### config.mk
export PLATFORM = sky130hd
export DESIGN_NAME = mem_bus_arbiter
export DESIGN_NICKNAME = d
export VERILOG_FILES = /design/src/rtl/mem_bus_arbiter.sv
export SDC_FILE = /design/constraint.sdc
export NUM_CORES = 1
export LEC_CHECK = 0
export ABC_AREA = 1
export BUFFER_PORTS_ARGS = -buffer_cell sky130_fd_sc_hd__buf_2
export CAP_MARGIN = 20
export CORE_UTILIZATION = 47
export DETAILED_ROUTE_END_ITERATION = 16
export PLACE_DENSITY = 0.8
export SYNTH_ARGS = -nofsm -noshare
export SYNTH_HDL_FRONTEND = slang
export SYNTH_SLANG_ARGS = --single-unit
### constraint.sdc
create_clock -name clk -period 2.1 [get_ports clk]
set_input_delay 0.63 -clock clk [delete_from_list [all_inputs] [get_ports clk]]
set_output_delay 0.63 -clock clk [all_outputs]
set_load 0.02 [all_outputs]
### src/rtl/mem_bus_arbiter.sv
// mem_bus_arbiter: shares one external memory bus between the instruction-fetch
// port (read-only) and the data-memory port. Data requests win arbitration
// unless fetch has already waited through MAX_DM_STREAK consecutive data
// grants. A bus cycle that is not acked within TIMEOUT cycles is aborted. The
// abort is reported as an ack with err_o=1 and zero read data.
//
// Ports:
//   clk, rst                  clock, synchronous active-high reset
//   if_req_i/if_addr_i        fetch request and address (held until if_ack_o)
//   if_ack_o/if_rdata_o       one-cycle fetch completion and instruction
//   dm_req_i/dm_we_i/...      data request, write enable, address, byte enables, store data
//   dm_ack_o/dm_rdata_o       one-cycle data completion and load data
//   err_o                     qualifies an ack whose transaction timed out
//   bus_*_o                   registered external bus request signals
//   bus_ack_i/bus_rdata_i     bus completion and same-cycle read data
//   stallreq_if_o/_mem_o      pipeline stall requests (combinational)
module mem_bus_arbiter #(
    parameter int unsigned ADDR_W        = 32,
    parameter int unsigned DATA_W        = 32,
    parameter int unsigned MAX_DM_STREAK = 3,
    parameter int unsigned TIMEOUT       = 16
) (
    input  logic              clk,
    input  logic              rst,
    input  logic              if_req_i,
    input  logic [ADDR_W-1:0] if_addr_i,
    output logic              if_ack_o,
    output logic [DATA_W-1:0] if_rdata_o,
    input  logic              dm_req_i,
    input  logic              dm_we_i,
    input  logic [ADDR_W-1:0] dm_addr_i,
    input  logic [3:0]        dm_sel_i,
    input  logic [DATA_W-1:0] dm_wdata_i,
    output logic              dm_ack_o,
    output logic [DATA_W-1:0] dm_rdata_o,
    output logic              err_o,
    output logic              bus_req_o,
    output logic              bus_we_o,
    output logic [ADDR_W-1:0] bus_addr_o,
    output logic [3:0]        bus_sel_o,
    output logic [DATA_W-1:0] bus_wdata_o,
    input  logic              bus_ack_i,
    input  logic [DATA_W-1:0] bus_rdata_i,
    output logic              stallreq_if_o,
    output logic              stallreq_mem_o
);

    typedef enum logic [1:0] {StIdle, StIfBusy, StDmBusy, StDone} state_e;

    localparam logic [7:0] MaxStreak   = 8'(MAX_DM_STREAK);
    localparam logic [7:0] TimeoutLast = 8'(TIMEOUT - 1);

    state_e            state_q, state_d;
    logic              owner_dm_q, owner_dm_d;
    logic              bus_req_q, bus_req_d;
    logic              bus_we_q, bus_we_d;
    logic [ADDR_W-1:0] bus_addr_q, bus_addr_d;
    logic [3:0]        bus_sel_q, bus_sel_d;
    logic [DATA_W-1:0] bus_wdata_q, bus_wdata_d;
    logic [DATA_W-1:0] rdata_q, rdata_d;
    logic              err_q, err_d;
    logic [7:0]        streak_q, streak_d;
    logic [7:0]        cnt_q, cnt_d;
    logic              fetch_starved;

    // Fetch has waited long enough: a contested arbitration must go to IF.
    assign fetch_starved = if_req_i && (streak_q == MaxStreak);

    always_comb begin
        state_d     = state_q;
        owner_dm_d  = owner_dm_q;
        bus_req_d   = bus_req_q;
        bus_we_d    = bus_we_q;
        bus_addr_d  = bus_addr_q;
        bus_sel_d   = bus_sel_q;
        bus_wdata_d = bus_wdata_q;
        rdata_d     = rdata_q;
        err_d       = err_q;
        streak_d    = streak_q;
        cnt_d       = cnt_q;
        unique case (state_q)
            StIdle: begin
                if (dm_req_i && !fetch_starved) begin
                    state_d     = StDmBusy;
                    owner_dm_d  = 1'b1;
                    bus_req_d   = 1'b1;
                    bus_we_d    = dm_we_i;
                    bus_addr_d  = dm_addr_i;
                    bus_sel_d   = dm_sel_i;
                    bus_wdata_d = dm_wdata_i;
                    cnt_d       = 8'd0;
                    if (!if_req_i) begin
                        streak_d = 8'd0;
                    end else if (streak_q != MaxStreak) begin
                        streak_d = streak_q + 8'd1;
                    end
                end else if (if_req_i) begin
                    state_d     = StIfBusy;
                    owner_dm_d  = 1'b0;
                    bus_req_d   = 1'b1;
                    bus_we_d    = 1'b0;
                    bus_addr_d  = if_addr_i;
                    bus_sel_d   = 4'b1111;
                    bus_wdata_d = '0;
                    cnt_d       = 8'd0;
                    streak_d    = 8'd0;
                end
            end
            StIfBusy, StDmBusy: begin
                // Ack has priority over a timeout landing in the same cycle.
                if (bus_ack_i) begin
                    state_d   = StDone;
                    rdata_d   = bus_we_q ? '0 : bus_rdata_i;
                    bus_req_d = 1'b0;
                    err_d     = 1'b0;
                end else if (cnt_q == TimeoutLast) begin
                    state_d   = StDone;
                    rdata_d   = '0;
                    bus_req_d = 1'b0;
                    err_d     = 1'b1;
                end else begin
                    cnt_d = cnt_q + 8'd1;
                end
            end
            StDone: begin
                state_d = StIdle;
                rdata_d = '0;
                err_d   = 1'b0;
            end
            default: state_d = StIdle;
        endcase
    end

    always_ff @(posedge clk) begin
        if (rst) begin
            state_q     <= StIdle;
            owner_dm_q  <= 1'b0;
            bus_req_q   <= 1'b0;
            bus_we_q    <= 1'b0;
            bus_addr_q  <= '0;
            bus_sel_q   <= 4'b0000;
            bus_wdata_q <= '0;
            rdata_q     <= '0;
            err_q       <= 1'b0;
            streak_q    <= 8'd0;
            cnt_q       <= 8'd0;
        end else begin
            state_q     <= state_d;
            owner_dm_q  <= owner_dm_d;
            bus_req_q   <= bus_req_d;
            bus_we_q    <= bus_we_d;
            bus_addr_q  <= bus_addr_d;
            bus_sel_q   <= bus_sel_d;
            bus_wdata_q <= bus_wdata_d;
            rdata_q     <= rdata_d;
            err_q       <= err_d;
            streak_q    <= streak_d;
            cnt_q       <= cnt_d;
        end
    end

    assign if_ack_o       = (state_q == StDone) && !owner_dm_q;
    assign dm_ack_o       = (state_q == StDone) && owner_dm_q;
    assign if_rdata_o     = if_ack_o ? rdata_q : '0;
    assign dm_rdata_o     = dm_ack_o ? rdata_q : '0;
    assign err_o          = (state_q == StDone) && err_q;
    assign bus_req_o      = bus_req_q;
    assign bus_we_o       = bus_we_q;
    assign bus_addr_o     = bus_addr_q;
    assign bus_sel_o      = bus_sel_q;
    assign bus_wdata_o    = bus_wdata_q;
    assign stallreq_if_o  = if_req_i && !if_ack_o;
    assign stallreq_mem_o = dm_req_i && !dm_ack_o;

endmodule

-- Word-level counts from Yosys, hierarchy flattened
Index checks and enable logic that the tools add are counted.
- $add $sub $neg: 2
- multipliers: 0
- div/mod/pow operators: 0
- $lt $le $gt $ge: 0
- equal/unequal tests: 11
- shifts and indexed selects: 0
- multiplexer cells: 36
- bitwise gates (word level): 0
- reductions and logical operators: 22
- operators with widths (cell ; count):
    32-bit two-way mux ; 9
    32-bit one-hot mux with 2 select lines ; 1
    8-bit two-way mux ; 7
    8-bit by 1-bit adder with 8-bit output, second input constant ; 2
    8-bit one-hot mux with 2 select lines ; 1
    1-bit two-way mux ; 9
    8-bit by 2-bit == test with 1-bit output, second input constant ; 1
    8-bit by 4-bit == test with 1-bit output, second input constant ; 1
    2-bit two-way mux ; 4
    4-bit two-way mux ; 2
    8-bit by 2-bit != test with 1-bit output, second input constant ; 1
    1-bit logical AND ; 7
    3-bit != test, second input constant ; 2
    2-bit one-hot mux with 3 select lines ; 1
    2-bit AND reduction ; 3
    3-bit AND reduction ; 2
    2-bit nonzero test ; 3
    2-bit == test, second input constant ; 2
    1-bit zero test ; 4
    2-bit != test, second input constant ; 2
    1-bit one-hot mux with 2 select lines ; 2
    4-bit AND reduction ; 1
    3-bit by 2-bit != test with 1-bit output, second input constant ; 1
    2-bit by 1-bit == test with 1-bit output, second input constant ; 1
    other kinds (2) ; 2
- register bits: 122
- latch bits: 0
- RAM bits: 0
- ROM bits: 0
- bits of input ports: 138
- output and inout port bits: 139
- logic and storage cells: 82
- memories kept: 0

-- Logic depth before layout (Yosys ltp)
Gate-level depths: netlist of the first run.
- depth after elaboration: 6
- gate-level depth with buffers: 12
- gate-level depth less buffers: 10

-- Worst setup path after synthesis of the first run
Ideal clock, no wire load.
- kind: reg2out
- start: reg state_q[0]
- end: out if_rdata_o[10]
- arrival: 1609 ps
- data required time: 1470 ps
- slack: -139 ps
- cell stages (with the launch flop): 7
- buffers on the path: 1
- path through: dfxtp_1 -> ha_1 -> inv_1 -> nor2_1 -> inv_1 -> clkbuf_1 -> nor2_1
- longest elaborated chain between the ends: 3
- RTL lines (item ; RTL line ; text):
    start, declared ; 53 ; state_e state_q, state_d;
    start signal, assigned ; 136 ; state_q <= StIdle;
    start signal, assigned ; 148 ; state_q <= state_d;
    2-bit == test ; 162 ; assign if_ack_o = (state_q == StDone) && !owner_dm_q;
    1-bit logical AND ; 162 ;
    via if_ack_o ; 27 ; output logic if_ack_o,
    32-bit two-way mux ; 164 ; assign if_rdata_o = if_ack_o ? rdata_q : '0;
    end, declared ; 28 ; output logic [DATA_W-1:0] if_rdata_o,
The timed path passes the listed nets, and every way through them passes these cells.

-- Worst setup path after layout of the first run
- start: reg state_q[0]
- end: out if_rdata_o[22]
- longest elaborated chain between the ends: 3
- RTL lines (item ; RTL line):
    2-bit == test ; 162
    1-bit logical AND ; 162
    32-bit two-way mux ; 164
No other way between the ends.

==> flow_metrics.py, run 1 <==
metrics = {
    "placed_design": {
        "detailed_place_hpwl_um": 11900,
        "gp_congestion": 0.859,
        "numPortBuffers": 276,
        "dpl_cell_area_um2": 7590,
        "place_ws_ps": 165,
    },
    "setup_path": {
        "criticalPathCategory": "reg2out",
        "crit_path_max_fanout": 16,
        "critical_path.reg2reg.startpoint": "state_q[1]",
        "cp-startpoint": "state_q[0]",
        "cp_cell_sequence": "ha_4, inv_2, nor2_4, inv_4, buf_16, nor2_2, buf_6",
        "cp_data_required_time_ps": 1470,
        "worst_path_largest_cell_delay_ps": 350,
        "cp.arrival_ps": 1620,
        "worstSetupStartpointType": "register",
        "cp-end-kind": "output pin",
        "critical-path-slowest-cell": "dfxtp_2",
    },
    "clocking": {
        "worstSkewPairLatency_ps": 410,
        "root_buffer": "clkbuf_16",
        "cts_buffers": 17,
        "cts.reportedPaths.clkPinSlew_ps": 50,
        "number_of_buffers_inserted_by_hold_repair_at_cts": 0,
        "tritoncts": "built",
        "clock_sink_count": 122,
        "cts_buffer_depth": 2,
        "htree_num_levels": 4,
    },
    "grt": {
        "groute.usage.overall": 0.263,
        "grt_pass1_wl_um": 27900,
        "grt_pass1_vias": 6144,
        "globalRoute.totalOverflow": 0,
        "number_of_antenna_violations_at_the_first_check_in_global_routing": 1,
        "grt_max_degree": 73,
    },
    "sta": {
        "grt_setup_unrepaired": "true",
        "slew_headroom": 0.744,
        "period_share": 1.07,
        "final.min_clock_period_ps": 2250,
        "fin_hold_ws_ps": 460,
        "clock_skew_ps": 9.28,
        "worst-slew-pin-transition_ps": 384,
        "setup_violations": 37,
        "report.final.slew_viol_count": 0,
        "timing_hold_violations_final": 0,
        "fmax_mhz": 444,
        "finalWorstSetupSlack_ps": -152,
    },
    "yosys": {
        "ys_seq_area_frac": 0.401,
        "postSynthAreaPerCell_um2": 6.25,
        "post-synth-top-area-cell": "dfxtp_1",
        "synth.distinct_cells": 28,
        "synthDominantCellAreaShare": 0.401,
        "yosys-top-cells-area": "dfxtp_1 (40%), nor2_1 (16%), nand2_1 (12%)",
        "yosys_warnings": 0,
        "syn-num-nets": 1118,
        "synth.cell_area_um2": 6100,
        "yosys_register_bits": 122,
        "netlist_instances": 976,
    },
    "finish": {
        "mostFrequentLayoutCells": "nor2_1 (222), buf_2 (212), nand2_1 (195)",
        "area_delta_synth_final_pct": 44.1,
        "proportion_of_layout_cells_with_a_drive_suffix_above_1": 0.312,
        "final_nets": 1374,
        "multi_input_comb_area_um2": 3030,
        "final_design_area_no_fill_um2": 8780,
        "layout.cells.most_common": "nor2_1",
        "fill_cells": 1055,
        "layout.area.seq_um2": 2440,
    },
    "detailed_routing": {
        "route.final.wire_length_um": 19000,
        "drc_errors": 0,
        "routed.top_layer": "met4",
        "route.detailed.wl_per_inst_um": 13.4,
        "met3RoutedLength_um": 1750,
        "average_via_count_per_standard_cell": 4.87,
        "drtIter0Drc": 461,
        "detailroute.via_count": 6910,
        "wl_met1_um": 7660,
        "routed-wl-met2_um": 9060,
        "firstDrtPassIters": 5,
        "postRouteAntennaNets": 0,
    },
    "power_and_ir_drop": {
        "worst_ir_drop_vdd_v": 0.000737,
        "p_leak_nw": 4.56,
        "pwr_density_nw_per_um2": 1340,
        "total_power_mw": 11.8,
    },
    "min_path": {
        "worstHoldStart": "dm_wdata_i[8]",
        "min-delay-path-class": "in2reg",
    },
    "flow_run": {
        "drv_cap": 0,
    },
    "floorplan": {
        "die_y_um": 116,
        "fp.dieArea_um2": 13400,
        "core_area_um2": 12600,
        "ioPinCount": 277,
        "initial_core_util": 0.483,
        "placement_rows": 41,
        "die_width_um": 116,
    },
    "status": {
        "outcome": "finished, violations left",
        "violations": "setup timing",
    },
}
## layout make-up
cell class                      count  share of cell area
Multi-Input combinational cell    656               0.345
Sequential cell                   122               0.278
Timing Repair Buffer              296               0.225
Inverter                          139              0.0600
Clock buffer                       24              0.0571
Tap cell                          172              0.0245
Clock inverter                      8              0.0103
Antenna cell                        1            0.000285
## cells by family after synthesis
family | share of synthesized area
buffers and inverters | 0.138
adder cells (fa/ha/maj) | 0.00821
AO/OA/AOI/OAI | 0.105
AND/OR/NAND/NOR | 0.349
flip-flops | 0.401
## power by group
group          total, mW  switching [mW]  internal, mW
Combinational       5.26            3.59          1.67
Clock               2.87           0.984          1.89
Sequential          3.65           0.462          3.19
## cells in the mapped netlist
master / count
o21ai_1: 3
inv_1: 134
clkbuf_2: 3
buf_1: 2
o21ai_0: 69
nor3b_1: 1
nand4_1: 13
buf_4: 8
dfxtp_1: 122
nor2_4: 2
o211ai_1: 4
buf_6: 6
a21oi_1: 46
inv_2: 4
o21ai_2: 2
nor2_2: 1
ha_1: 4
nand2_1: 195
buf_2: 13
nand3b_1: 2
clkbuf_1: 27
nor2_1: 263
nand3_1: 45
nand2_4: 1
clkinv_2: 1
nand2_2: 2
nor3_1: 1
nand3_2: 2
## critical path: cells and delay by family (launching register included)
kind / cells / cell delay (ps)
buffers and inverters: 4 / 450
and+or+nand+nor: 2 / 270
adders and majority gates: 1 / 140
DFF: 1 / 350
## routing by layer
layer / vias up / global-route usage
li1: 3481 / -
met1: 3076 / 0.293
met2: 309 / 0.463
met3: 44 / 0.0826
met4: 0 / 0.105
met5: - / 0
## metrics by stage
step | instances | setup TNS [ps] | util
after floorplan | 976 | 0 | -
after global placement | 1381 | 0 | 0.601
after detailed placement | 1381 | 0 | 0.601
after CTS | 1417 | -2320 | 0.674
after global routing | 1417 | -5270 | 0.696
final | 1418 | -2370 | 0.696
## final timing paths
path | to | slack (ps) | cells past startpoint
max reg2reg | rdata_q[4] | 210 | 7
min reg2reg | bus_req_o | 470 | 2
min | bus_wdata_o[8] | 460 | 3
max | if_rdata_o[22] | -150 | 7
## sequential cells by signal, summed over array words and instances (netlist names), 2 cells and up
name         flops
rdata_q         32
bus_wdata_o     32
streak_q         8
bus_addr_o      32
state_q          2
bus_sel_o        4
cnt_q            8
## what timing repair did
item | in CTS | in global routing
setup endpoints to repair | 66 | 70
pin swaps | 2 | 0
setup buffers | 2 | 0
resized for setup | 88 | 87
gates cloned | 2 | 0
(Power assumes the default switching activity.)
==> run 2, diff against run 1 <==
Settings changed: CELL_PAD_IN_SITES_DETAIL_PLACEMENT set to 1, CELL_PAD_IN_SITES_GLOBAL_PLACEMENT set to 1, CORE_UTILIZATION 47 to 31, PLACE_DENSITY 0.8 to unset, PLACE_DENSITY_LB_ADDON set to 0.1.
==> flow_metrics.py, run 2 (synthesis results as in run 1) <==
metrics = {
    "status": {
        "outcome": "finished, violations left",
        "violations": "setup timing",
    },
    "placed_design": {
        "placed_cells": 1474,
        "detailed_place_hpwl_um": 14100,
        "gp_congestion": 0.760,
        "numPortBuffers": 276,
    },
    "finish": {
        "mostFrequentLayoutCells": "nor2_1 (233), buf_2 (209), nand2_1 (194)",
        "area_delta_synth_final_pct": 46.8,
        "layout.cells.non_filler": 1518,
        "final_nets": 1386,
        "layout.cells.most_common": "nor2_1",
        "fill_cells": 2585,
        "proportion_of_layout_cells_with_a_drive_suffix_above_1": 0.313,
    },
    "detailed_routing": {
        "postRouteAntennaNets": 0,
        "drtIter0Drc": 257,
        "route.final.wire_length_um": 21200,
        "firstDrtPassIters": 4,
        "route.detailed.wl_per_inst_um": 14.0,
        "detailroute.via_count": 6915,
        "drc_errors": 0,
        "average_via_count_per_standard_cell": 4.56,
    },
    "sta": {
        "setup_violations": 64,
        "fmax_mhz": 443,
        "final.min_clock_period_ps": 2260,
        "grt_setup_unrepaired": "true",
        "report.final.slew_viol_count": 0,
        "timing.setup.tns_ps": -6640,
        "timing_hold_violations_final": 0,
        "finalWorstSetupSlack_ps": -157,
        "slew_headroom": 0.664,
        "period_share": 1.07,
        "worst-slew-pin-transition_ps": 503,
        "clock_skew_ps": 9.79,
    },
    "setup_path": {
        "criticalPathCategory": "reg2out",
        "worstSetupStartpointType": "register",
        "cp-end-kind": "output pin",
        "crit_path_max_fanout": 16,
        "cp_data_required_time_ps": 1470,
        "cp.arrival_ps": 1630,
    },
    "clocking": {
        "tritoncts": "built",
        "htree_num_levels": 4,
        "worstSkewPairLatency_ps": 420,
        "cts.reportedPaths.clkPinSlew_ps": 60,
        "root_buffer": "clkbuf_16",
        "cts_buffer_depth": 2,
        "cts_buffers": 17,
        "number_of_buffers_inserted_by_hold_repair_at_cts": 0,
        "clock_sink_count": 122,
    },
    "power_and_ir_drop": {
        "p_leak_nw": 4.64,
        "total_power_mw": 12.1,
        "pwr_density_nw_per_um2": 1350,
        "worst_ir_drop_vdd_v": 0.000655,
    },
    "floorplan": {
        "ioPinCount": 277,
        "placement_rows": 50,
        "fp.dieArea_um2": 20200,
        "core_area_um2": 19000,
        "die_y_um": 142,
        "initial_core_util": 0.321,
        "die_width_um": 142,
    },
    "grt": {
        "number_of_antenna_violations_at_the_first_check_in_global_routing": 2,
        "groute.usage.overall": 0.210,
        "grt_pass1_wl_um": 33700,
        "grt_max_degree": 57,
        "grt_pass1_vias": 6777,
        "globalRoute.totalOverflow": 0,
    },
    "min_path": {
        "min-delay-path-class": "in2reg",
    },
    "flow_run": {
        "drv_cap": 0,
    },
}
-- run 2: cell count changes in the layout (fill, tap and decap cells not counted), moves of 3 or more --
cell,previous run,this run
buf_4,36,67
buf_6,38,16
nor2_1,222,233
nor2_4,22,12
clkinv_4,0,7
clkinv_2,8,2
clkbuf_8,5,0
buf_12,8,12
buf_2,212,209
inv_6,0,3
-- run 2: metrics by stage --
| stage | setup slack, ps | util | hold WS (ps) | area [um^2] |
|---|---|---|---|---|
| floorplan | 0.456 | - | 454 | 6100 |
| global placement | 198 | 0.409 | 464 | 7780 |
| detailed placement | 151 | 0.409 | 474 | 7780 |
| CTS | -123 | 0.460 | 435 | 8750 |
| global route | -257 | 0.470 | 450 | 8940 |
| finish | -157 | 0.470 | 452 | 8950 |
-- run 2: final timing paths --
| path | start | to | slack (ps) | cells after the start |
|---|---|---|---|---|
| max | state_q[0] | if_rdata_o[21] | -160 | 7 |
| min | dm_wdata_i[13] | bus_wdata_o[13] | 450 | 3 |
| max reg2reg | state_q[0] | rdata_q[13] | 170 | 10 |
| min reg2reg | bus_req_o | bus_req_o | 480 | 2 |
-- run 2: worst max-delay path, cell delays in order (launching register included) --
cell	delay [ps]
dfxtp_2	350
ha_4	160
inv_4	40
nor2_4	130
inv_4	90
buf_16	170
nor2_1	110
buf_4	150
-- run 2: cell type report --
class	instances	area (um^2)	share of cell area
Clock buffer	17	425	0.0476
Multi-Input combinational cell	656	2960	0.331
Sequential cell	122	2440	0.273
Tap cell	260	325	0.0364
Timing Repair Buffer	308	2060	0.231
Inverter	139	529	0.0592
Clock inverter	15	193	0.0215
Antenna cell	1	2.50	0.000280
-- run 2: power breakdown --
part	switching (mW)	internal [mW]	leakage [nW]
combinational	3.57	1.83	3.34
sequential	0.435	3.18	1.01
clock	1.19	1.89	0.295
-- run 2: timing repair --
item	in CTS	in global routing
setup endpoints to repair	63	65
buffers inserted	4	3
pin swaps	3	0
cloned	2	2
gates resized for setup	92	47
-- run 2: metal layers --
metal,track usage,part of all wire
met4,0.0679,0.017
met1,0.242,0.43
met2,0.366,0.48
met5,0,0.00047
met3,0.0680,0.073
